## src/rtl/serial_subtractor.sv

```systemverilog
// Bit-serial WIDTH-bit subtractor (A - B - bin, LSB first) with valid/ready on both sides.
// Optional signed-overflow output enabled by defining SERIAL_SUB_OVF_EN.
module serial_subtractor #(
    parameter int WIDTH = 8
) (
    input  logic             clk,
    input  logic             rst_n,
    input  logic             in_valid,
    output logic             in_ready,
    input  logic [WIDTH-1:0] a,
    input  logic [WIDTH-1:0] b,
    input  logic             bin,
    output logic             out_valid,
    input  logic             out_ready,
    output logic [WIDTH-1:0] difference,
    output logic             bout
`ifdef SERIAL_SUB_OVF_EN
    ,
    output logic             ovf
`endif
);

    localparam int CW = (WIDTH > 1) ? $clog2(WIDTH) : 1;

    typedef enum logic [1:0] {
        IDLE = 2'd0,
        RUN  = 2'd1,
        DONE = 2'd2
    } state_t;

    state_t         state;
    state_t         state_next;

    logic [WIDTH-1:0] a_sh;
    logic [WIDTH-1:0] b_sh;
    logic [WIDTH-1:0] res_sh;
    logic             borrow;
    logic [CW-1:0]    cnt;

    logic             d_bit;
    logic             borrow_next;
    logic             last_bit;

    // Single full-subtractor cell: returns {borrow_out, difference_bit}.
    function automatic logic [1:0] full_sub(input logic x, input logic y, input logic br);
        logic d;
        logic bo;
        d  = x ^ y ^ br;
        bo = (~x & y) | (~(x ^ y) & br);
        return {bo, d};
    endfunction

    assign {borrow_next, d_bit} = full_sub(a_sh[0], b_sh[0], borrow);
    assign last_bit = (state == RUN) && (cnt == CW'(WIDTH - 1));

    always_ff @(posedge clk or negedge rst_n) begin
        if (!rst_n) begin
            state <= IDLE;
        end else begin
            state <= state_next;
        end
    end

    always_comb begin
        state_next = state;
        in_ready   = 1'b0;
        out_valid  = 1'b0;
        case (state)
            IDLE: begin
                in_ready = 1'b1;
                if (in_valid) begin
                    state_next = RUN;
                end
            end
            RUN: begin
                if (last_bit) begin
                    state_next = DONE;
                end
            end
            DONE: begin
                out_valid = 1'b1;
                if (out_ready) begin
                    state_next = IDLE;
                end
            end
            default: begin
                state_next = IDLE;
            end
        endcase
    end

    // Result bits enter res_sh from the MSB side so the LSB lands at bit 0 after WIDTH shifts;
    // the visible result only updates on DONE entry so it stays stable through IDLE/RUN.
    always_ff @(posedge clk or negedge rst_n) begin
        if (!rst_n) begin
            a_sh       <= '0;
            b_sh       <= '0;
            res_sh     <= '0;
            borrow     <= 1'b0;
            cnt        <= '0;
            difference <= '0;
            bout       <= 1'b0;
        end else begin
            case (state)
                IDLE: begin
                    if (in_valid) begin
                        a_sh   <= a;
                        b_sh   <= b;
                        borrow <= bin;
                        cnt    <= '0;
                    end
                end
                RUN: begin
                    a_sh   <= a_sh >> 1;
                    b_sh   <= b_sh >> 1;
                    res_sh <= {d_bit, res_sh[WIDTH-1:1]};
                    borrow <= borrow_next;
                    cnt    <= cnt + CW'(1);
                    if (last_bit) begin
                        difference <= {d_bit, res_sh[WIDTH-1:1]};
                        bout       <= borrow_next;
                    end
                end
                default: begin
                end
            endcase
        end
    end

`ifdef SERIAL_SUB_OVF_EN
    // Signed overflow: borrow into the MSB differs from borrow out of it.
    always_ff @(posedge clk or negedge rst_n) begin
        if (!rst_n) begin
            ovf <= 1'b0;
        end else if (last_bit) begin
            ovf <= borrow ^ borrow_next;
        end
    end
`endif

endmodule

```

## config.mk

```make
export PLATFORM = sky130hd
export DESIGN_NAME = serial_subtractor
export DESIGN_NICKNAME = d
export VERILOG_FILES = /design/src/rtl/serial_subtractor.sv
export SDC_FILE = /design/constraint.sdc
export NUM_CORES = 1
export LEC_CHECK = 0
export CORE_MARGIN = 1.5
export CORE_UTILIZATION = 46
export DETAILED_ROUTE_END_ITERATION = 8
export PLACE_DENSITY = 0.74
export SETUP_SLACK_MARGIN = 0.15
export SYNTH_ARGS = -nofsm -noshare
export SYNTH_HDL_FRONTEND = slang
export SYNTH_SLANG_ARGS = --single-unit
```

## constraint.sdc

```tcl
create_clock -name clk -period 1.3 [get_ports clk]
set_input_delay 0.26 -clock clk [delete_from_list [all_inputs] [get_ports clk]]
set_output_delay 0.26 -clock clk [all_outputs]
set_load 0.005 [all_outputs]
```

# --- Yosys cells after proc, flatten, opt, wreduce, memory -nomap -nowiden ---
# Index checks and enable logic that the tools add are counted.
op_classes:
  n_addsub: 1
  n_eq_ne: 6
  mux: 14
  bitwise: 7
  n_reduce_logical: 6
op_table:
  columns: ["op", "n"]
  rows:
  - ["$pmux 8 s2", 2]
  - ["$mux 8", 2]
  - ["$mux 2", 3]
  - ["$ne 2x2->1 const B", 3]
  - ["$pmux 2 s3", 1]
  - ["$pmux 3 s2", 1]
  - ["$reduce_and 2->1", 2]
  - ["$add 3x1->3 const B", 1]
  - ["$eq 3x3->1 const B", 1]
  - ["$mux 1", 3]
  - ["$mux 3", 1]
  - ["$reduce_and 3->1", 1]
  - ["$and 1x1->1", 2]
  - ["$eq 2x1->1 const B", 1]
  - ["$eq 2x2->1 const B", 1]
  - ["$logic_not 2->1", 1]
  - ["$not 1->1", 2]
  - ["$pmux 1 s2", 1]
  - ["$reduce_bool 2->1", 1]
  - ["$xor 1x1->1", 2]
  - ["$logic_and 1x1->1", 1]
  - ["$or 1x1->1", 1]
totals:
  register_bits: 39
  inputBits: 21
  wordCells: 42

# --- Logic depth before layout (Yosys ltp) ---
logic_depth:
  depth_word: 5
  mapped_depth: 6
  mapped_depth_nobuf: 5

# --- Worst setup path after synthesis ---
# No wires, ideal clock.
synth_timing:
  kind: "reg-to-reg"
  startpoint: "register cnt[0]"
  endpoint: "register difference[0]"
  arrival_time_ns: 1.301
  required_ns: 1.175
  setup_slack_ns: -0.126
  stages_incl_launch_ff: 6
  path_buffers: 1
  period_less_slack_ns: 1.426
  cell_sequence: "dfrtp_1 > ha_1 > ha_1 > nand3b_4 > buf_6 > mux2_4"
synth_between:
  elab_chain_len: 3
synth_rtl:
  columns: ["element", "line_no", "source"]
  rows:
  - ["start, declared", "38", "logic [CW-1:0] cnt;"]
  - ["start signal, assigned", "118", "cnt <= cnt + CW'(1);"]
  - ["$eq 3x3->1", "54", "assign last_bit = (state == RUN) && (cnt == CW'(WIDTH - 1));"]
  - ["$logic_and 1x1->1", "54", null]
  - ["$reduce_and 2->1 (no line)", null, null]
  - ["end signal, assigned", "120", "difference <= {d_bit, res_sh[WIDTH-1:1]};"]
  - ["end, declared", "15", "output logic [WIDTH-1:0] difference,"]
# No other way between the ends.
# A chain may end at the register's enable or synchronous reset.

# --- Final worst setup path ---
layout_timing:
  startpoint: "register state[1]"
  endpoint: "register difference[6]"
layout_between:
  elab_chain_len: 3
layout_rtl:
  columns: ["element", "line_no", "source"]
  rows:
  - ["start, declared", "31", "state_t state;"]
  - ["start signal, assigned", "60", "state <= state_next;"]
  - ["$eq 2x1->1 (*)", "54, 104", null]
  - ["$logic_and 1x1->1", "54", null]
  - ["$reduce_and 2->1 (no line) (*)", null, null]
# Every way passes the cells marked *; elsewhere a longest branch is shown, timed or not.

==> qor.txt <==
status: finished, violations left
failing checks: negative setup slack
Placed Area: 2190 µm²
Root Buffer: clkbuf_8
Power Dens Cells: 2570 nW/µm²
CTS H-tree depth: 2
Avg Cell Area, Syn: 11.8 µm²
endpoints failing setup: 33
diode count: 0
dominant synthesized flop cell: dfrtp_1
worst hold slack: 0.334 ns
largest net degree at the start of global routing: 39
Post-synth EDFFs: 0
Setup WS post-layout: -0.0716 ns
startpoint types: flop
Core Area: 3630 µm²
DRC Markers: 0
Slew Limit Fails: 0
Worst R2R Setup Slack: -0.07 ns
Hold Crit Class: primary input to asynchronous set/reset pin
Mapped Cells: 147
Reg2Reg Depth: 4
Critical Path End Type: flop
clock-pin slew on the worst setup and hold paths: 0.08 ns
Commonest cells post-synth: 38 x dfrtp_1, 25 x nand2_1, 19 x o22ai_1
post-route cell area: 2900 µm²
initial antenna violation count: 0
TritonCTS Buffers: 5
Data required, critical path: 1.48 ns
gr usage total: 0.266
Synth cell types: 29
ys async rst share: 1.00
post-synthesis register bit count: 38
top-count cell post-synth: dfrtp_1
Max Clock Freq: 0.729 GHz
CTS tree: yes
clock sinks: 38
number of global-route vias before repair: 1619
clk_lat worst skew: 0.30 ns
Max-slew headroom: 0.719
Initial Util: 0.476
Final Hold Viols: 0
Area contributors post-synth: dfrtp_1 55%, o22ai_1 6.9%, mux2_4 6.1%
period utilization: 1.06
syn_nets: 171
drt wl/cell: 19.6 µm
io pins: 32
Tightest Pin Transition: 0.422 ns
WL final: 5340 µm
RSZ-0062 raised after global routing: yes
Vias: 1514
PortBufs: 31
Iteration-0 DRC Markers: 53
fill count: 219
share of the synthesized area in the top cell type: 0.550
crit path max fanout: 6
Syn Std Cell Area: 1730 µm²
global-route wire length before repair: 8140 µm
Sw Ratio: 0.350
DRT Pass-1 Iters: 4
total power: 7.45 mW
clock buffer depth: 2
Die W: 64.3 µm
Synth area leader: dfrtp_1
Area Overhead vs Synth: 67.9%
Final nets: 247
min Tclk post-route: 1.37 ns
CP Launch Point: state[1]
sequential share of power: 0.301
dpl hpwl: 2710 µm
VDD IR max: 1480 µV
Routed Antenna Nets: 0
area of the die: 4130 µm²
Net Switching: 2.61 mW
Max-Cap Viols: 0
worst r2r src: state[1]
Logic pwr share: 0.530
Clk pwr share: 0.169
Synth Warn #: 0
Rows: 22
Internal Dissipation: 4.84 mW
layout cells sized above 1: 0.594
Via density: 5.57
clk_skew: 0.0105 ns
CP arrival: 1.55 ns
Die H: 64.3 µm
CP Class: flop to flop
gpl congestion: 0.928
static leakage: 1.34 nW
post-synthesis sequential area ratio: 0.550
total grt overflow: 0
[layout make-up]
class,instances,area (µm²),area share
Sequential cell,38,953,0.329
Clock buffer,6,82.6,0.0285
Multi-Input combinational cell,97,978,0.337
Inverter,4,15.0,0.00517
Tap cell,48,60.1,0.0207
Timing Repair Buffer,77,752,0.259
Clock inverter,2,60.1,0.0207
[kinds of logic after synthesis]
family,share of synthesized area
AO/OA/AOI/OAI,0.176
adder cells (fa/ha/maj),0.0261
buffers and inverters,0.0637
flip-flops,0.550
multiplexers,0.0673
AND/OR/NAND/NOR,0.117
[worst paths after layout]
kind / endpoint
setup / recovery: difference[6]
hold / removal: res_sh[2]
setup reg to reg: difference[6]
hold reg to reg: res_sh[1]
max in group asynchronous: state[0]
min in group clk: res_sh[1]
[worst max-delay path: stages, from the launching register on]
cell      delay, ns
dfrtp_2        0.46
buf_6          0.14
buf_8          0.12
nand3b_4       0.21
mux2_4         0.32
[power by group through the flow]
stage          Sequential (mW)  Combinational [mW]  Clock (mW)
3_5_place_dp              2.13                2.41           0
2_1_floorplan             2.05                1.58           0
3_3_place_gp              2.09                2.30           0
5_1_grt                   2.29                4.18        1.32
4_1_cts                   2.15                3.36        1.27
6_report                  2.24                3.95        1.26
[timing repair]
| action | 4_1_cts | 5_1_grt |
|---|---|---|
| gates cloned | 4 | 0 |
| endpoints found under the setup margin | 49 | 46 |
| pin swaps | 22 | 18 |
| buffers inserted | 17 | 8 |
| hold buffers | 0 | 0 |
| resized for setup | 89 | 39 |
[registers in the layout, summed over array words and instances (netlist names)]
name / count
b_sh: 8
borrow: 1
state: 2
bout: 1
res_sh: 7
cnt: 3
difference: 8
a_sh: 8
[cell usage in the layout, fill, tap and decap left out, drive strengths merged]
cell	instances
a21oi	9
a221oi	1
a22o	2
a2bb2oi	5
and2b	1
buf	50
bufinv	2
clkbuf	12
clkdlybuf4s15	1
clkdlybuf4s50	19
dfrtp	38
dlygate4sd2	1
fa	1
ha	2
inv	4
mux2	8
nand2	25
nand2b	4
nand3b	4
nor2	5
nor2b	1
o21ai	5
o221a	2
o22ai	19
o31ai	1
o32ai	1
or2	1
[metrics by stage]
stage          worst slack (ns)  std cells  utilization  TNS (ns)
6_report                -0.0716        272        0.799     -1.28
5_1_grt                  -0.101        272        0.799     -2.19
4_1_cts                 -0.0561        264        0.759    -0.381
3_5_place_dp             -0.267        235        0.604     -5.25
3_3_place_gp             -0.212        235        0.604     -3.74
2_1_floorplan           -0.0417        147            -    -0.292
[layer usage]
layer / vias up / share of wire / GRT usage
met3: 14 / 0.047 / 0.0669
met2: 57 / 0.54 / 0.505
met4: 0 / 0.031 / 0.0878
met5: - / 0 / 0
met1: 758 / 0.38 / 0.284
li1: 685 / - / -
No activity file was read; power rests on OpenSTA's default activity.
